[src/rtl/dac_pkg.sv]
// Shared types and constants for the DAC frame scheduler: FSM encoding,
// channel-select values and the fixed control bits of the 16-bit DAC word.
package dac_pkg;

    typedef enum logic [2:0] {
        ST_IDLE   = 3'd0,
        ST_LOAD_A = 3'd1,
        ST_SEND_A = 3'd2,
        ST_LOAD_B = 3'd3,
        ST_SEND_B = 3'd4,
        ST_UPDATE = 3'd5
    } dac_state_t;

    localparam logic       CH_A      = 1'b0;
    localparam logic       CH_B      = 1'b1;
    localparam logic [2:0] CTRL_BITS = 3'b000;

    localparam int DEF_FRAME_CYCLES = 32;
    localparam int DEF_SAMPLE_DIV   = 100;
    localparam int DEF_DATA_W       = 12;

endpackage

[src/rtl/sample_tick_gen.sv]
// Sample-rate divider: counts 0..SAMPLE_DIV-1 while enabled and flags the
// last count as the sample tick. Disabling parks the count at zero.
module sample_tick_gen
    import dac_pkg::*;
#(
    parameter int SAMPLE_DIV = DEF_SAMPLE_DIV
) (
    input  logic clk,
    input  logic RST,
    input  logic enable,
    output logic tick
);

    localparam int CNT_W = (SAMPLE_DIV > 2) ? $clog2(SAMPLE_DIV) : 1;
    localparam logic [CNT_W-1:0] CNT_LAST = CNT_W'(SAMPLE_DIV - 1);

    logic [CNT_W-1:0] cnt;

    always_ff @(posedge clk) begin
        if (RST || !enable) begin
            cnt <= '0;
        end else if (cnt == CNT_LAST) begin
            cnt <= '0;
        end else begin
            cnt <= cnt + 1'b1;
        end
    end

    assign tick = enable && (cnt == CNT_LAST);

endmodule

[src/rtl/dac_frame_scheduler.sv]
// Per sample tick: fetch channel A then B, present each as a 16-bit word with
// a one-cycle LD_pdata strobe, then request one DAC update via ldac_pulse.
module dac_frame_scheduler
    import dac_pkg::*;
#(
    parameter int SAMPLE_DIV   = DEF_SAMPLE_DIV,
    parameter int FRAME_CYCLES = DEF_FRAME_CYCLES,
    parameter int DATA_W       = DEF_DATA_W
) (
    input  logic              clk,
    input  logic              RST,
    input  logic              enable,
    input  logic              clear_flags,
    input  logic [DATA_W-1:0] ch_a_data,
    input  logic              ch_a_valid,
    output logic              ch_a_ready,
    input  logic [DATA_W-1:0] ch_b_data,
    input  logic              ch_b_valid,
    output logic              ch_b_ready,
    output logic [15:0]       pdata,
    output logic              LD_pdata,
    output logic              ldac_pulse,
    output logic              busy,
    output logic              overrun,
    output logic              underrun
);

    localparam int FC_W = (FRAME_CYCLES > 2) ? $clog2(FRAME_CYCLES) : 1;
    localparam logic [FC_W-1:0] FC_LAST = FC_W'(FRAME_CYCLES - 1);

    dac_state_t        state;
    dac_state_t        state_next;
    logic [FC_W-1:0]   frame_cnt;
    logic [DATA_W-1:0] hold_a;
    logic [DATA_W-1:0] hold_b;
    logic              tick;
    logic              in_send;
    logic              overrun_set;
    logic              underrun_set;

    sample_tick_gen #(
        .SAMPLE_DIV(SAMPLE_DIV)
    ) u_tick (
        .clk   (clk),
        .RST   (RST),
        .enable(enable),
        .tick  (tick)
    );

    assign in_send = (state == ST_SEND_A) || (state == ST_SEND_B);

    always_ff @(posedge clk) begin
        if (RST) begin
            state <= ST_IDLE;
        end else begin
            state <= state_next;
        end
    end

    always_comb begin
        state_next = state;
        case (state)
            ST_IDLE:   if (tick) state_next = ST_LOAD_A;
            ST_LOAD_A: state_next = ST_SEND_A;
            ST_SEND_A: if (frame_cnt == FC_LAST) state_next = ST_LOAD_B;
            ST_LOAD_B: state_next = ST_SEND_B;
            ST_SEND_B: if (frame_cnt == FC_LAST) state_next = ST_UPDATE;
            ST_UPDATE: state_next = ST_IDLE;
            default:   state_next = ST_IDLE;
        endcase
    end

    // Handshake: ready is a pure function of state (high for exactly the one
    // LOAD cycle of its channel) and never waits on valid; a sample transfers
    // only when ready and valid are both high. A missing sample replays the
    // held value and raises underrun.
    always_comb begin
        ch_a_ready = (state == ST_LOAD_A);
        ch_b_ready = (state == ST_LOAD_B);
        LD_pdata   = in_send && (frame_cnt == '0);
        ldac_pulse = (state == ST_UPDATE);
        busy       = (state != ST_IDLE);
    end

    always_ff @(posedge clk) begin
        if (RST) begin
            frame_cnt <= '0;
        end else if (in_send && frame_cnt != FC_LAST) begin
            frame_cnt <= frame_cnt + 1'b1;
        end else begin
            frame_cnt <= '0;
        end
    end

    // pdata is loaded on the LOAD->SEND edge so it changes exactly with LD_pdata.
    always_ff @(posedge clk) begin
        if (RST) begin
            hold_a <= '0;
            hold_b <= '0;
            pdata  <= '0;
        end else if (state == ST_LOAD_A) begin
            if (ch_a_valid) begin
                hold_a <= ch_a_data;
                pdata  <= {CH_A, CTRL_BITS, ch_a_data};
            end else begin
                pdata  <= {CH_A, CTRL_BITS, hold_a};
            end
        end else if (state == ST_LOAD_B) begin
            if (ch_b_valid) begin
                hold_b <= ch_b_data;
                pdata  <= {CH_B, CTRL_BITS, ch_b_data};
            end else begin
                pdata  <= {CH_B, CTRL_BITS, hold_b};
            end
        end
    end

    assign overrun_set  = tick && (state != ST_IDLE);
    assign underrun_set = ((state == ST_LOAD_A) && !ch_a_valid) ||
                          ((state == ST_LOAD_B) && !ch_b_valid);

    // A set event in the same cycle as clear_flags takes priority.
    always_ff @(posedge clk) begin
        if (RST) begin
            overrun  <= 1'b0;
            underrun <= 1'b0;
        end else begin
            if (overrun_set) begin
                overrun <= 1'b1;
            end else if (clear_flags) begin
                overrun <= 1'b0;
            end
            if (underrun_set) begin
                underrun <= 1'b1;
            end else if (clear_flags) begin
                underrun <= 1'b0;
            end
        end
    end

endmodule

[config.mk]
export PLATFORM = sky130hd
export DESIGN_NAME = dac_frame_scheduler
export DESIGN_NICKNAME = d
export VERILOG_FILES = /design/src/rtl/dac_pkg.sv /design/src/rtl/sample_tick_gen.sv /design/src/rtl/dac_frame_scheduler.sv
export SDC_FILE = /design/constraint.sdc
export NUM_CORES = 1
export LEC_CHECK = 0
export BUFFER_PORTS_ARGS = -buffer_cell sky130_fd_sc_hd__buf_2
export CORE_ASPECT_RATIO = 0.6
export CORE_UTILIZATION = 27
export CTS_BUF_LIST = sky130_fd_sc_hd__clkbuf_4
export DETAILED_ROUTE_END_ITERATION = 8
export GPL_TIMING_DRIVEN = 0
export SYNTH_ARGS = -nofsm -noshare
export SYNTH_HDL_FRONTEND = slang
export SYNTH_SLANG_ARGS = --single-unit
[constraint.sdc]
create_clock -name clk -period 2.14 [get_ports clk]
set_clock_uncertainty 0.1 [all_clocks]
set_input_delay 0.535 -clock clk [delete_from_list [all_inputs] [get_ports clk]]
set_output_delay 0.535 -clock clk [all_outputs]
set_load 0.005 [all_outputs]
==> reports/qor.txt, run 1 <==
clock slew at reported path FFs - 0.15 ns
Worst Setup EP - busy
Pwr Total - 1.58 mW
crit start category - register
row count - 27
synthesized flop and latch total - 54
Slew Limit Headroom - 61.7%
fin crit share - 97.1%
die width - 128 µm
worst slew pin tran - 0.575 ns
PD cells - 520 nW/µm²
Layout Area Growth over Synthesis - 18.7%
RD Place Congestion - 0.744
most common cell after layout, fill and taps aside - dfxtp_1
syn_area_per_cell - 8.92 µm²
Initial DRT Pass Iterations - 4
initial antenna violation count - 0
Crit path max-delay family - flip-flops
Routed WL per cell - 13.6 µm
maximum vdd drop - 224 µV
top fanout value on the critical path - 10
Vias/cell - 4.51
Distinct cells, synth - 40
cells after synthesis - 287
worst hold path class - in2reg
Die H - 77.4 µm
CTS tree - done
Levels on crit path - 3
I/O pins - 53
met2 routed WL - 2500 µm
first-pass GRT wire length - 10300 µm
WL met1 - 3450 µm
max-slew violation count - 0
Die Area - 9890 µm²
status - finished, final reports clean
Max clock buf depth - 2
commonest non-fill, non-tap cells in the layout - dfxtp_1 (53), buf_2 (52), nand2_1 (51)
1st-iter DRT viols - 107
drt drc - 0
Max Cap Viol - 0
post-route ant nets - 0
placed cells - 465
crit path DAT - 1.44 ns
classification of the worst setup path - reg2out
CP bufs+invs - 2
Fmax - 0.481 GHz
Net count, final - 377
Top Metal Used - met4
via count - 2138
largest stage delay on the critical path - 0.38 ns
vias in the first global route - 1992
worst skew pair latency - 0.39 ns
largest net degree at the start of global routing - 17
CP endpoint kind - primary output
CP required - 1.50 ns
P_leak - 1.20 nW
ys flop type - dfxtp_1
Reg2Reg Setup Slack - 0.32 ns
post-synthesis sequential area ratio - 42.2%
EDFF count, synth - 0
Mapped Area - 2560 µm²
RSZ-0062 raised after global routing - true
Synth Warn # - 0
total CTS buffers - 5
final setup fails - 0
crit path from - state[0]
RR Endpoint - frame_cnt[3]
Final Hold Vio Count - 0
core area - 9190 µm²
layout cells sized above 1 - 25.6%
Final min period - 2.08 ns
metal3 WL - 427 µm
HPWL Detailed - 4860 µm
GRT overflow - 0
initial core utilization - 27.9%
slowest CP cell - dfxtp_4
H-tree levels - 2
reg-to-reg startpoint - frame_cnt[0]
final wirelength - 6450 µm
cell depth of the worst flop-to-flop path - 5
clock sinks - 54
gr usage total - 13.8%
Port Buffers - 46
Root Driver - clkbuf_4
# diodes - 0
asr flop ratio synth - 0%
Non-Filler Instances - 474
worst path cell trace - buf_4 -> or3_4 -> buf_2
-- Yosys cell counts (2+ instances only) --
library cell   n  area [µm²]
clkbuf_1       8        30.0
mux2_2        12         135
nor4_1         2        12.5
a21oi_1       31         155
and2_1         2        12.5
mux2i_1       24         240
dfxtp_1       54        1080
buf_2          8        40.0
o21ai_0        3        15.0
nor2b_1        2        12.5
a211o_1        2        17.5
xor2_1         3        26.3
nand3_1        5        25.0
o21ai_1       10        50.1
buf_4          6        45.0
or3_1          2        12.5
xnor2_1        4        35.0
nor2_1        11        41.3
inv_1          5        18.8
nand4b_1       2        17.5
buf_6          2        22.5
nand2b_1       6        37.5
nand2_1       51         191
ha_1           4        50.1
nand3b_1      13        97.6
-- kinds of logic (layout without fill, tap and decap cells) --
| kind of cell | Yosys count | in the layout | share of synthesized area [%] |
|---|---|---|---|
| AOI/OAI and AO/OA | 49 | 49 | 10.5 |
| DFF | 54 | 54 | 42.2 |
| buffers and inverters | 29 | 84 | 6.11 |
| xor gates and xnor gates | 7 | 7 | 2.39 |
| muxes | 36 | 36 | 14.7 |
| and+or+nand+nor | 107 | 107 | 22.0 |
| other | 1 | 3 | 0.146 |
| adders and majority gates | 4 | 4 | 1.96 |
-- how the worst min path moves through the flow --
stage	cells past startpoint	to	slack (ns)	from
2_1_floorplan	1	frame_cnt[0]	0.33	frame_cnt[0]
3_3_place_gp	1	frame_cnt[0]	0.34	frame_cnt[0]
3_5_place_dp	2	pdata[15]	0.34	pdata[15]
4_1_cts	3	hold_a[10]	0.26	ch_a_data[10]
5_1_grt	3	hold_a[10]	0.24	ch_a_data[10]
6_report	3	hold_a[10]	0.27	ch_a_data[10]
-- layer usage --
layer	global-route usage [%]	up-vias
met5	0	-
met4	3.53	0
met3	3.59	8
met2	18.9	57
met1	20.8	985
li1	-	1088
-- registers in the layout, indices dropped and copies added, names as in the netlist --
| register | cells |
|---|---|
| pdata | 13 |
| state | 3 |
| frame_cnt | 5 |
| hold_b | 12 |
| u_tick.cnt | 7 |
| hold_a | 12 |
| overrun | 1 |
| underrun | 1 |
-- area by class of cell --
type,count,area (µm²)
Multi-Input combinational cell,206,1340
Timing Repair Buffer,48,245
Clock buffer,5,37.5
Inverter,5,18.8
Tap cell,130,163
Buffer,23,143
Sequential cell,54,1080
Fill cell,995,6150
Clock inverter,3,11.3
-- what timing repair did --
item / 4_1_cts / 5_1_grt
buffers inserted: 0 / 2
endpoints found under the setup margin: 3 / 4
hold buffers: 0 / 0
gates resized for setup: 2 / 8
-- power breakdown --
part,internal [mW],switching [mW]
Combinational,0.0610,0.0700
Sequential,1.01,0.00163
Clock,0.118,0.324
Total,1.19,0.396
-- worst min-delay path, cell delays in order --
cell and delay, ns:
buf_2 0.10, nand2_1 0.05, a21oi_1 0.05
-- metrics by stage --
stage | worst slack (ns) | instance area [µm²] | util [%] | hold WS (ns) | setup TNS, ns
4_1_cts | 0.00262 | 3010 | 32.7 | 0.263 | 0
3_5_place_dp | 0.272 | 2960 | 32.2 | 0.344 | 0
2_1_floorplan | 0.457 | 2570 | - | 0.330 | 0
5_1_grt | -0.000911 | 3040 | 33.1 | 0.241 | -0.000911
6_report | 0.0619 | 3040 | 33.1 | 0.269 | 0
3_3_place_gp | 0.308 | 2960 | 32.2 | 0.340 | 0
Note: power is estimated with default switching activity, not from simulation.
==> inputs of run 2 (changes only) <==
CORE_UTILIZATION = 46   (was 27)
PLACE_DENSITY = 0.69   (was default)
REMOVE_ABC_BUFFERS = 1   (was default)
==> run 2 against run 1 <==
  * Combinational power is 17% lower
  * Clock power is 32% higher
  * Sequential share of layout area is 2.2 points higher
  * Total power is 7.4% higher
  * Sequential power hardly changed
  * First-iteration DRC count is 12% lower
  * Worst setup slack better by 0.074 ns
  * Clock-buffer cell count is 1 higher
  * Final cell count is 18% lower
  * Via count is 3.6% lower
  * Global-route usage is 6.3 points higher
  * Cell area is 5.7% lower
  * Critical path type unchanged
==> reports/qor.txt, run 2 (synthesized netlist as in run 1, its figures left out) <==
status - finished, final reports clean
power share of the sequential group - 59.3%
max reg flops - 13
H-tree levels - 2
reg-to-reg startpoint - frame_cnt[0]
power share of the combinational group - 6.4%
initial core utilization - 49.2%
classification of the worst setup path - reg2out
PD cells - 593 nW/µm²
Worst Setup EP - LD_pdata
fill count - 489
post-route ant nets - 0
I/O pins - 53
Fmax - 0.499 GHz
worst hold path class - in2reg
clock sinks - 54
total CTS buffers - 5
placed cell area - 2760 µm²
CTS tree - done
clock network power share - 34.2%
# diodes - 0
Layout Area Growth over Synthesis - 11.9%
GRT overflow - 0
RSZ-0062 raised after global routing - false
Die Area - 5880 µm²
Max Cap Viol - 0
met3 usage in global routing - 5.03%
Most flops, register - pdata
Die H - 59.8 µm
final instance area - 2870 µm²
slowest CP cell - dfxtp_4
RD Place Congestion - 0.738
fin crit share - 93.7%
Final Hold Vio Count - 0
layout cells sized above 1 - 24.1%
vias in the first global route - 1790
initial antenna violation count - 0
1st-iter DRT viols - 94
drt drc - 0
largest stage delay on the critical path - 0.49 ns
CP endpoint kind - primary output
met1 GRT Util - 29.9%
sw power - 0.380 mW
top flop regs - pdata x13, hold_a x12, hold_b x12
largest net degree at the start of global routing - 47
Reg2Reg Setup Slack - 0.35 ns
Root Driver - clkbuf_4
Layout Utilization - 55.0%
Slew Limit Headroom - 48.0%
Max clock buf depth - 2
crit path DAT - 1.37 ns
final setup fails - 0
gr busiest metal - met1
commonest non-fill, non-tap cells in the layout - nand2_1 (51), dfxtp_1 (51), buf_2 (49)
cell depth of the worst flop-to-flop path - 5
via count - 2061
clock slew at reported path FFs - 0.16 ns
maximum vdd drop - 257 µV
switch share - 22.4%
Routed WL per cell - 14.5 µm
Internal - 1.32 mW
crit start category - register
gr usage total - 20.1%
worst slew pin tran - 0.780 ns
GR Util met2 - 29.6%
Final min period - 2.00 ns
Min Hold Slack - 0.292 ns
first-pass GRT wire length - 9090 µm
P_leak - 1.14 nW
Initial DRT Pass Iterations - 6
max-slew violation count - 0
CP required - 1.50 ns
crit path from - state[1]
die width - 98.3 µm
Net count, final - 356
core area - 5200 µm²
RR Endpoint - frame_cnt[3]
top fanout value on the critical path - 15
Port Buffers - 49
row count - 20
final wirelength - 5640 µm
HPWL Detailed - 3680 µm
worst path cell trace - xnor2_1 -> nor4_1 -> buf_2
Vias/cell - 5.30
worst skew pair latency - 0.36 ns
[run 2: per-layer routing]
layer	share of wire (%)	wire, µm	up-vias
met2	40	2240	67
met4	0.51	29	0
met3	7.5	424	4
li1	-	-	1045
met1	52	2940	945
met5	0	0	-
[run 2: cell type report]
class                      instances  area [µm²]  share of cell area [%]
clock buffer                       6        45.0                    1.57
clock inverter                     2        37.5                    1.31
inverter                           5        18.8                   0.655
multi-input combinational        206        1340                    46.7
sequential                        54        1090                    37.9
tap                               66        82.6                    2.88
timing repair buffer              50         256                    8.95
[run 2: worst max-delay path: cells and delay by family (launching register included)]
family	cells	cell delay [ns]
flip-flops	1	0.49
AND/OR/NAND/NOR	1	0.23
buffers and inverters	1	0.15
XOR/XNOR	1	0.14
[run 2: worst min path at each step]
stage / to / startpoint / depth (start not counted) / slack, ns
2_1_floorplan: hold_a[0] / hold_a[0] / 2 / 0.33
3_3_place_gp: pdata[15] / pdata[15] / 2 / 0.34
3_5_place_dp: hold_a[4] / hold_a[4] / 2 / 0.35
4_1_cts: hold_a[7] / ch_a_data[7] / 3 / 0.29
5_1_grt: hold_a[1] / ch_a_data[1] / 3 / 0.28
6_report: hold_a[8] / ch_a_data[8] / 3 / 0.29
[run 2: power groups by stage]
stage | Sequential [mW] | Combinational, mW | Clock [mW]
floorplan | 1.03 | 0.0448 | 0
global placement | 1.03 | 0.109 | 0
detailed placement | 1.03 | 0.109 | 0
CTS | 1.01 | 0.109 | 0.593
global route | 1.01 | 0.120 | 0.634
finish | 1.01 | 0.109 | 0.582
[run 2: repair_timing]
| item | 4_1_cts | 5_1_grt |
|---|---|---|
| setup endpoints to repair | 20 | 0 |
| setup buffers | 1 | 0 |
| hold buffers | 0 | 0 |
| resized for setup | 6 | 0 |
[run 2: stage by stage]
| stage | setup TNS (ns) | power (mW) | setup WS [ns] | std cells |
|---|---|---|---|---|
| final | 0 | 1.70 | 0.136 | 389 |
| after CTS | 0 | 1.71 | 0.104 | 389 |
| after floorplan | 0 | 1.08 | 0.237 | 265 |
| after detailed placement | -1.26 | 1.14 | -0.148 | 380 |
| after global placement | -1.53 | 1.14 | -0.183 | 380 |
| after global routing | 0 | 1.76 | 0.0171 | 389 |
